`config.mk`:
```
export PLATFORM = sky130hd
export DESIGN_NAME = uart_tx
export DESIGN_NICKNAME = d
export VERILOG_FILES = /design/src/rtl/uart_pkg.sv /design/src/rtl/uart_baud_tick.sv /design/src/rtl/uart_tx.sv
export SDC_FILE = /design/constraint.sdc
export NUM_CORES = 1
export LEC_CHECK = 0
export CORE_ASPECT_RATIO = 0.6
export CORE_UTILIZATION = 57
export CTS_BUF_LIST = sky130_fd_sc_hd__clkbuf_8
export CTS_CLUSTER_SIZE = 16
export DETAILED_ROUTE_END_ITERATION = 8
export GPL_TIMING_DRIVEN = 1
export PLACE_DENSITY_LB_ADDON = 0.1
export REMOVE_ABC_BUFFERS = 1
export SYNTH_ARGS = -nofsm -noshare
export SYNTH_HDL_FRONTEND = slang
export SYNTH_HIERARCHICAL = 1
export SYNTH_SLANG_ARGS = --single-unit
```
`constraint.sdc`:
```
create_clock -name clk_25mhz -period 3 [get_ports clk_25mhz]
set_clock_uncertainty 0.2 [all_clocks]
set_input_delay 0.3 -clock clk_25mhz [delete_from_list [all_inputs] [get_ports clk_25mhz]]
set_output_delay 0.3 -clock clk_25mhz [all_outputs]
set_load 0.01 [all_outputs]
```
`src/rtl/uart_pkg.sv`:
```
// rtl/uart_pkg.sv - shared UART types, constants and baud helper
package uart_pkg;

  // Transmit FSM states; PARITY is only reached when UART_TX_PARITY_EN is defined
  typedef enum logic [2:0] {
    IDLE   = 3'd0,
    START  = 3'd1,
    DATA   = 3'd2,
    PARITY = 3'd3,
    STOP   = 3'd4
  } tx_state_t;

  // Mark level of an idle UART line
  localparam logic UART_IDLE_LEVEL = 1'b1;

  // Cycles per bit, rounded to nearest
  function automatic int calc_clks_per_bit(input int clk_freq, input int baud);
    return (clk_freq + baud / 2) / baud;
  endfunction

endpackage

```
`src/rtl/uart_baud_tick.sv`:
```
// rtl/uart_baud_tick.sv - bit-period counter with restart and terminal-count tick
module uart_baud_tick #(
  parameter int CLKS_PER_BIT = 217
) (
  input  logic i_clk,
  input  logic i_rst_n,
  input  logic i_restart,
  output logic o_tick
);

  localparam int                 CNT_W    = $clog2(CLKS_PER_BIT);
  localparam logic [CNT_W-1:0]   TERMINAL = CNT_W'(CLKS_PER_BIT - 1);

  logic [CNT_W-1:0] r_count;

  // Count 0..CLKS_PER_BIT-1, wrap at terminal count, hold at zero while restarted
  always_ff @(posedge i_clk or negedge i_rst_n) begin
    if (!i_rst_n) begin
      r_count <= '0;
    end else if (i_restart || (r_count == TERMINAL)) begin
      r_count <= '0;
    end else begin
      r_count <= r_count + 1'b1;
    end
  end

  assign o_tick = (r_count == TERMINAL);

endmodule

```
`src/rtl/uart_tx.sv`:
```
// rtl/uart_tx.sv - UART transmitter, 8N1 by default, 8E1 when UART_TX_PARITY_EN is defined
module uart_tx
  import uart_pkg::*;
#(
  parameter int CLK_FREQ     = 25000000,
  parameter int BAUD         = 115200,
  parameter int DATA_BITS    = 8,
  parameter int CLKS_PER_BIT = calc_clks_per_bit(CLK_FREQ, BAUD)
) (
  input  logic                 clk_25mhz,
  input  logic                 reset,
  input  logic [DATA_BITS-1:0] tx_data,
  input  logic                 tx_valid,
  output logic                 tx_ready,
  output logic                 tx_serial,
  output logic                 tx_busy,
  output logic                 tx_done
);

  if (CLKS_PER_BIT < 2) begin : g_bad_clks_per_bit
    $error("uart_tx: CLKS_PER_BIT must be at least 2");
  end
  if ((DATA_BITS < 5) || (DATA_BITS > 8)) begin : g_bad_data_bits
    $error("uart_tx: DATA_BITS must be 5..8");
  end

  localparam int                 BIT_W    = $clog2(DATA_BITS);
  localparam logic [BIT_W-1:0]   LAST_BIT = BIT_W'(DATA_BITS - 1);

  tx_state_t            r_state;
  logic [DATA_BITS-1:0] r_shift;
  logic [BIT_W-1:0]     r_bit;
  logic                 r_serial;
  logic                 r_done;
  logic                 w_tick;
  logic                 w_restart;
  logic                 w_accept;

  assign w_accept  = (r_state == IDLE) && tx_valid;
  // Counter sits at zero in IDLE so the start bit begins a full bit period
  assign w_restart = (r_state == IDLE);

  uart_baud_tick #(
    .CLKS_PER_BIT(CLKS_PER_BIT)
  ) u_baud_tick (
    .i_clk    (clk_25mhz),
    .i_rst_n  (reset),
    .i_restart(w_restart),
    .o_tick   (w_tick)
  );

`ifdef UART_TX_PARITY_EN
  logic r_parity;

  // Even parity of the accepted byte, captured alongside the shift register
  always_ff @(posedge clk_25mhz or negedge reset) begin
    if (!reset) begin
      r_parity <= 1'b0;
    end else if (w_accept) begin
      r_parity <= ^tx_data;
    end
  end
`endif

  // Frame sequencer; the line level for the next bit is registered on each transition
  always_ff @(posedge clk_25mhz or negedge reset) begin
    if (!reset) begin
      r_state  <= IDLE;
      r_shift  <= '0;
      r_bit    <= '0;
      r_serial <= UART_IDLE_LEVEL;
      r_done   <= 1'b0;
    end else begin
      r_done <= 1'b0;
      case (r_state)
        IDLE: begin
          r_serial <= UART_IDLE_LEVEL;
          if (w_accept) begin
            r_shift  <= tx_data;
            r_bit    <= '0;
            r_serial <= 1'b0;
            r_state  <= START;
          end
        end
        START: begin
          if (w_tick) begin
            r_serial <= r_shift[0];
            r_state  <= DATA;
          end
        end
        DATA: begin
          if (w_tick) begin
            r_shift <= r_shift >> 1;
            if (r_bit == LAST_BIT) begin
`ifdef UART_TX_PARITY_EN
              r_serial <= r_parity;
              r_state  <= PARITY;
`else
              r_serial <= UART_IDLE_LEVEL;
              r_state  <= STOP;
`endif
            end else begin
              r_bit    <= r_bit + 1'b1;
              r_serial <= r_shift[1];
            end
          end
        end
`ifdef UART_TX_PARITY_EN
        PARITY: begin
          if (w_tick) begin
            r_serial <= UART_IDLE_LEVEL;
            r_state  <= STOP;
          end
        end
`endif
        STOP: begin
          if (w_tick) begin
            r_serial <= UART_IDLE_LEVEL;
            r_done   <= 1'b1;
            r_state  <= IDLE;
          end
        end
        default: begin
          r_serial <= UART_IDLE_LEVEL;
          r_state  <= IDLE;
        end
      endcase
    end
  end

  assign tx_ready  = (r_state == IDLE);
  assign tx_busy   = (r_state != IDLE);
  assign tx_serial = r_serial;
  assign tx_done   = r_done;

endmodule

```
# Word-level counts from Yosys, hierarchy flattened
# Cells that the tools add are included.
# op_classes
addsub	2
eq_ne	11
n_mux	22
n_reduce_logical	9
# op_table
op	count
3-bit 2-to-1 mux	8
8-bit 2-to-1 mux	3
8-bit case mux with 2 select lines	1
3-bit case mux with 4 select lines	1
8-bit by 1-bit adder with 8-bit output (second input constant)	1
8-bit == test (second input constant)	1
1-bit 2-to-1 mux	7
3-bit == test (second input constant)	2
2-bit by 1-bit != test with 1-bit output (second input constant)	3
2-bit != test (second input constant)	3
3-bit case mux with 2 select lines	1
3-bit AND reduction	2
5-bit AND reduction	1
1-bit case mux with 4 select lines	1
4-bit AND reduction	1
3-bit by 1-bit adder with 3-bit output (second input constant)	1
3-bit by 1-bit == test with 1-bit output (second input constant)	1
3-bit by 2-bit == test with 1-bit output (second input constant)	1
3-bit logical NOT	1
3-bit nonzero test	1
2-bit nonzero test	1
1-bit logical AND	1
1-bit logical OR	1
# word_totals
register_bits	24
inputBits	11

# Logic depth before layout (Yosys ltp)
# Gate-level depths: netlist of run 1.
# logic_depth
ltp_word	4
depth_mapped	7

# By module
# Netlist of run 1, hierarchy kept.
# modules_own_cells
mod	instances	cells_per_inst	area_each_um2	seq_area_each_um2
uart_tx	1	76	888.4	401.6
uart_baud_tick	1	40	386.6	200.2

# Worst setup path before layout of run 1
# Ideal clock, no wire load.
# synth_timing
path_type	reg-to-reg
startpoint	register u_baud_tick.r_count[0]
endpoint	register r_shift[0]
t_arrival_ns	1.892
path_slack_ns	0.784
stages_incl_launch_ff	8
n_path_buf	0
synth_period_minus_slack_ns	2.216
cell_sequence	dfrtp_1 -> inv_1 -> ha_1 -> nand4bb_1 -> nor2_1 -> nand2_1 -> a211oi_4 -> mux2_2
# synth_between
elab_chain_cells	3
# synth_rtl
item	line_no	rtl
from (decl)	uart_baud_tick.sv:14	logic [CNT_W-1:0] r_count;
from (signal assigned)	uart_baud_tick.sv:23	r_count <= r_count + 1'b1;
8-bit == test	uart_baud_tick.sv:27	assign o_tick = (r_count == TERMINAL);
via w_tick	uart_tx.sv:35	logic w_tick;
2-bit by 1-bit != test with 1-bit output (no source line)	--	
3-bit AND reduction (no source line)	--	
to (signal assigned)	uart_tx.sv:79	r_shift <= tx_data;
to (signal assigned)	uart_tx.sv:93	r_shift <= r_shift >> 1;
to (decl)	uart_tx.sv:31	logic [DATA_BITS-1:0] r_shift;
# The timed path passes the listed nets, and every way through them passes these cells.
# A chain may end at the register's enable or synchronous reset.

# Worst setup path in the final report of run 1
# layout_timing
startpoint	register u_baud_tick.r_count[0]
endpoint	register r_shift[4]
# The elaborated chain is that of the path after synthesis.

==> impl_metrics.py, run 1 <==
metrics = {
    "outcome": {
        "status": "finished clean",
    },
    "die": {
        "fp-row-count": 12,
        "io_pins": 15,
        "die_width_um": 63.1,
        "coreArea_sq_um": 1970,
        "start_util_pct": 64.8,
        "dieHeight_um": 38.6,
        "die_area_sq_um": 2440,
    },
    "placement": {
        "dp_slack_ns": 0.484,
        "gp_congestion": 0.819,
        "io_buffers": 14,
        "place_hpwl_mm": 1.79,
        "dp_cells": 157,
    },
    "clock_network": {
        "cts_resized": 0,
        "path_clk_slew_ns": 0.09,
        "h-tree-depth": 1,
        "clock_latency_ns": 0.26,
        "cts_sinks": 24,
        "clockBufferDepth": 2,
        "cts_tree": "yes",
        "ctsHoldBuffers": 0,
        "post_cts_buffers": 0,
        "clockRootBuffer": "clkbuf_8",
        "cts_inserted_buffers": 3,
    },
    "cells_and_area": {
        "finish.net_count": 149,
        "fin_cells": 161,
        "drive_above_1_share_pct": 16.5,
        "diodes": 0,
        "num-fill-cells": 130,
        "seq_area_sq_um": 602,
        "area_growth_pct": 19.5,
        "multi_input_area_sq_um": 616,
    },
    "power_and_ir_drop": {
        "power.density_nw_per_um2": 724,
        "power_leakage_nw": 0.631,
        "power.total_mw": 1.10,
        "ir_drop_mv": 0.580,
    },
    "drt": {
        "postRouteWirelength_mm": 2.41,
        "dr.first_iter.drc_count": 45,
        "drc": 0,
        "firstDrtPassIters": 4,
        "num_vias": 922,
        "wl_per_cell_um": 15.0,
        "ant_nets": 0,
        "vias_per_cell": 5.73,
    },
    "grt": {
        "antenna_found_initial": 0,
        "overflow": 0,
        "grt_pass1_vias": 919,
        "grt_max_degree": 25,
        "grt_pass1_wl_mm": 4.11,
        "grt.total_usage_pct": 23.4,
    },
    "worst_setup_path": {
        "cp_max_fo": 7,
        "crit_type": "flop to flop",
        "required_ns": 2.95,
        "end_kind": "flop",
        "arrival_ns": 2.51,
        "critPathLaunchType": "flop",
    },
    "run": {
        "max_cap_viol_count": 0,
    },
    "synthesis": {
        "synth_area_per_cell_sq_um": 11.0,
        "synthFlopType": "dfrtp_1",
        "synthTopCellsByArea": "dfrtp_1, mux2_2, mux2_1",
        "synth_edf_count": 0,
        "synthArstFlopShare_pct": 100,
        "synth.top_cell.area_share_pct": 45.1,
        "synth_cell_types": 36,
        "synthCells": 116,
        "synth_area_leader_cell": "dfrtp_1",
        "yosysSeqAreaShare_pct": 47.2,
        "synth_seq_cells": 24,
        "syn_area_sq_um": 1270,
        "yosysWarnings": 6,
    },
    "sta": {
        "setup_slack_ns": 0.438,
        "rsz0062_at_grt": "false",
        "tns_ns": 0,
        "slew_headroom_pct": 63.0,
        "worst_slew_pin_slew_ns": 0.553,
        "report.final.slew_viol_count": 0,
        "fin_crit_ns": 2.56,
        "post-route-period-util_pct": 85.4,
        "setup_viol": 0,
        "timing.fmax_mhz": 390,
        "hold_viol": 0,
    },
    "min_path": {
        "hp-class": "primary input to async pin",
    },
}
## critical path, cell delays in order (launching register included)
cell	delay, ns
dfrtp_1	0.44
inv_1	0.10
ha_1	0.14
nand4bb_1	0.14
nor2_1	0.37
nand2_1	0.17
a211oi_4	0.50
mux2_2	0.39
## logic make-up after synthesis
logic type	Yosys count	synth area share, %
buffers and inverters	14	4.51
adder cells (fa/ha/maj)	4	3.93
flip-flops	24	47.2
multiplexers	18	15.9
AO/OA/AOI/OAI	17	10.1
AND/OR/NAND/NOR	35	15.6
XOR/XNOR	4	2.75
## Yosys cell counts (all sizes together) (3+ instances only)
cell type  count
xor2           3
inv           10
ha             4
mux2          15
mux2i          3
nand2          8
a21oi          5
or3            4
dfrtp         23
buf            4
o21ai          3
nand3          4
nor2           7
## layer usage
| layer | wire length (um) | GRT usage, % | vias to the layer above |
|---|---|---|---|
| met2 | 1100 | 40.9 | 24 |
| met4 | 29 | 8.72 | 0 |
| li1 | - | - | 444 |
| met3 | 105 | 6.47 | 4 |
| met5 | 0 | 0 | - |
| met1 | 1170 | 28.6 | 450 |
## layout by cell type (no fill, tap or decap), drive strengths merged, types with 2 or more instances in the layout
cell           instances
dfrtp                 23
mux2                  15
clkdlybuf4s50         14
inv                   10
nand2                  8
nor2                   7
a21oi                  5
or3                    4
ha                     4
nand3                  4
mux2i                  3
xor2                   3
o21ai                  3
clkbuf                 3
buf                    3
nand3b                 2
nand4b                 2
a211oi                 2
## layout make-up
class                           count  area share, %
Sequential cell                    24           39.5
Tap cell                           28           2.30
Multi-Input combinational cell     78           40.4
Timing Repair Buffer               17           10.7
Clock inverter                      1           1.97
Inverter                           10           2.46
Clock buffer                        3           2.71
## sequential cells by signal, indices dropped and copies added (netlist names)
name and flops:
r_shift 8, u_baud_tick/r_count 8, r_bit 3, r_state 3, tx_done 1, tx_serial 1
## final timing paths
check                                       start  cells past startpoint  slack [ns]          to
setup / recovery           u_baud_tick/r_count[0]                      7        0.44  r_shift[4]
hold reg to reg                         tx_serial                      2        0.28   tx_serial
min in group clk_25mhz                  tx_serial                      2        0.28   tx_serial
setup reg to reg           u_baud_tick/r_count[0]                      7        0.44  r_shift[4]
max in group asynchronous                   reset                      2        2.12   tx_serial
hold / removal                              reset                      2        0.19  r_shift[0]
## report_power, final
part | internal, mW | switching [mW]
clock | 0.178 | 0.100
sequential | 0.435 | 0.0978
combinational | 0.157 | 0.135
## per-stage QoR
stage	instance area [sq um]	util, %	hold WS [ns]
after floorplan	1250	-	-0.196
after global placement	1450	73.9	0.253
after detailed placement	1450	73.9	0.268
after CTS	1520	77.5	0.203
after global routing	1520	77.5	0.225
final	1520	77.5	0.193
Note: power is estimated with default switching activity, not from simulation.
==> run 2, diff against run 1 <==
- ABC_AREA: unset -> 0
- CORE_UTILIZATION: 57 -> 56
- SYNTH_HIERARCHICAL: 1 -> unset
==> run 2 against run 1 <==
Non-clock buffer count down 2. Via count down 4.2%. First-iteration DRC count up 16%. Setup slack better by 0.21 ns. Flip-flop and latch count unchanged. Cell area down 7.6%. Combinational power down 50%. Sequential power down 16%. Critical path depth down 4. Critical path type is now flop to primary output. Critical endpoint is now tx_ready.
==> impl_metrics.py, run 2 <==
metrics = {
    "synthesis": {
        "synthCells": 114,
        "synthTopCellsByArea": "dfrtp_1, o22a_1, o21a_1",
        "synthArstFlopShare_pct": 100,
        "synth_edf_count": 0,
        "syn_area_sq_um": 1210,
        "yosysSeqAreaShare_pct": 49.7,
        "synth_area_per_cell_sq_um": 10.6,
        "synth_cell_types": 37,
        "synthFlopType": "dfrtp_1",
        "synth_seq_cells": 24,
        "netlist_top_cells_count": "dfrtp_1, nor2_1, nand3_1, o21a_1, o22a_1",
        "synth_area_leader_cell": "dfrtp_1",
        "yosysMostFrequentCell": "dfrtp_1",
        "yosysWarnings": 0,
        "synth.top_cell.area_share_pct": 47.5,
    },
    "cells_and_area": {
        "fin_area_sq_um": 1410,
        "largestRegisters": "r_shift: 8 flops, u_baud_tick.r_count: 8 flops",
        "final_cell_mix": "dfrtp_1, clkdlybuf4s50_1, nor2_1",
        "fin_cells": 157,
        "mostFrequentLayoutCell": "dfrtp_1",
        "multi_input_area_sq_um": 551,
        "num-fill-cells": 149,
        "drive_above_1_share_pct": 8.53,
        "finish.net_count": 145,
        "diodes": 0,
        "area_growth_pct": 16.2,
        "seq_area_sq_um": 602,
    },
    "clock_network": {
        "ctsHoldBuffers": 0,
        "clock_latency_ns": 0.27,
        "cts_tree": "yes",
        "cts_sinks": 24,
        "h-tree-depth": 1,
        "post_cts_buffers": 0,
        "cts_resized": 0,
        "clockBufferDepth": 2,
        "cts_inserted_buffers": 3,
        "clockRootBuffer": "clkbuf_8",
        "path_clk_slew_ns": 0.08,
    },
    "grt": {
        "grt_max_degree": 25,
        "overflow": 0,
        "grt_pass1_vias": 784,
        "grt.total_usage_pct": 24.2,
        "grt_pass1_wl_mm": 3.83,
        "antenna_found_initial": 0,
    },
    "worst_setup_path": {
        "crit_path_top_delay_cell": "dfrtp_1",
        "crit_type": "flop to primary output",
        "crit_chain": "or3_4 -> clkinv_2 -> clkdlybuf4s50_1",
        "path_delay_family": "buffers and inverters",
        "required_ns": 2.50,
        "max_stage_delay_ns": 0.53,
        "critPathLaunchType": "flop",
        "end_kind": "primary output",
        "crit_buf_inv": 2,
        "arrival_ns": 1.85,
        "cp_max_fo": 13,
    },
    "placement": {
        "gp_congestion": 0.867,
        "dpl_cell_area_sq_um": 1360,
        "place_hpwl_mm": 1.70,
        "dp_cells": 153,
        "io_buffers": 14,
    },
    "drt": {
        "drc": 0,
        "dr.first_iter.drc_count": 52,
        "postRouteWirelength_mm": 2.38,
        "firstDrtPassIters": 4,
        "num_vias": 883,
        "ant_nets": 0,
        "wl_per_cell_um": 15.2,
        "vias_per_cell": 5.62,
    },
    "sta": {
        "slew_headroom_pct": 73.0,
        "setup_viol": 0,
        "hold_viol": 0,
        "holdWs_ns": 0.177,
        "worst_slew_pin_slew_ns": 0.406,
        "fin_crit_ns": 2.35,
        "timing.fmax_mhz": 425,
        "rsz0062_at_grt": "false",
        "report.final.slew_viol_count": 0,
        "tns_ns": 0,
        "post-route-period-util_pct": 78.5,
    },
    "die": {
        "die_width_um": 62.0,
        "start_util_pct": 62.5,
        "io_pins": 15,
        "die_area_sq_um": 2360,
        "coreArea_sq_um": 1940,
        "fp-row-count": 12,
        "dieHeight_um": 38.0,
    },
    "power_and_ir_drop": {
        "power.density_nw_per_um2": 557,
        "pwr-share-comb_pct": 18.6,
        "power_leakage_nw": 0.622,
        "ir_drop_mv": 0.312,
        "clockPowerShare_pct": 24.5,
        "p_int_uw": 555,
        "switchingPower_uw": 229,
        "p_seq_share_pct": 56.9,
        "power.total_uw": 784,
        "sw_frac_of_total_pct": 29.3,
    },
    "min_path": {
        "hp-class": "primary input to async pin",
    },
    "outcome": {
        "status": "finished clean",
    },
    "run": {
        "max_cap_viol_count": 0,
    },
}
run 2: changes by cell type after synthesis, moves of 5 or more:
cell / previous run / this run
mux2_1: 5 / 0
mux2_2: 9 / 0
o21a_1: 1 / 7
o22a_1: 0 / 7
run 2: cells by family after synthesis:
| kind of cell | Yosys count | share of synthesized area [%] |
|---|---|---|
| buffers and inverters | 11 | 4.85 |
| AND/OR/NAND/NOR | 39 | 18.0 |
| flip-flops | 24 | 49.7 |
| AO/OA/AOI/OAI | 26 | 15.8 |
| XOR/XNOR | 7 | 5.06 |
| multiplexers | 3 | 2.48 |
| adder cells (fa/ha/maj) | 4 | 4.13 |
run 2: final cells by class:
class,count,share of cell area (%)
Timing Repair Buffer,15,10.5
Multi-Input combinational cell,79,39.1
Clock buffer,3,2.93
Sequential cell,24,42.8
Clock inverter,1,0.267
Inverter,7,1.96
Tap cell,28,2.49
run 2: routing by layer:
layer | vias up | global-route usage [%] | part of all wire [%]
li1 | 433 | - | -
met1 | 415 | 36.5 | 49
met2 | 33 | 34.0 | 44
met3 | 2 | 6.08 | 6.1
met4 | 0 | 6.67 | 0.46
met5 | - | 0 | 0
run 2: per-stage QoR:
| step | worst slack, ns | util, % |
|---|---|---|
| final | 0.646 | 72.7 |
| after global routing | 0.598 | 72.7 |
| after CTS | 0.656 | 72.7 |
| after detailed placement | 0.969 | 70.3 |
| after global placement | 0.993 | 70.3 |
| after floorplan | 1.30 | - |
run 2: worst paths after layout:
check	startpoint	to	slack [ns]	cells after the start
worst max register to register	u_baud_tick.r_count[0]	r_bit[2]	1.04	6
max in group asynchronous	reset	tx_serial	2.13	2
worst min-delay path	reset	u_baud_tick.r_count[0]	0.18	2
min in group clk_25mhz	r_shift[4]	r_shift[4]	0.30	1
worst min register to register	r_shift[4]	r_shift[4]	0.30	1
worst max-delay path	r_state[1]	tx_ready	0.65	3
run 2: power by group through the flow:
stage	registers (mW)	clock network (mW)	logic, mW
after floorplan	0.434	0	0.104
after global placement	0.446	0	0.139
final	0.446	0.192	0.146
after detailed placement	0.451	0	0.146
after global routing	0.455	0.205	0.167
after CTS	0.445	0.195	0.146
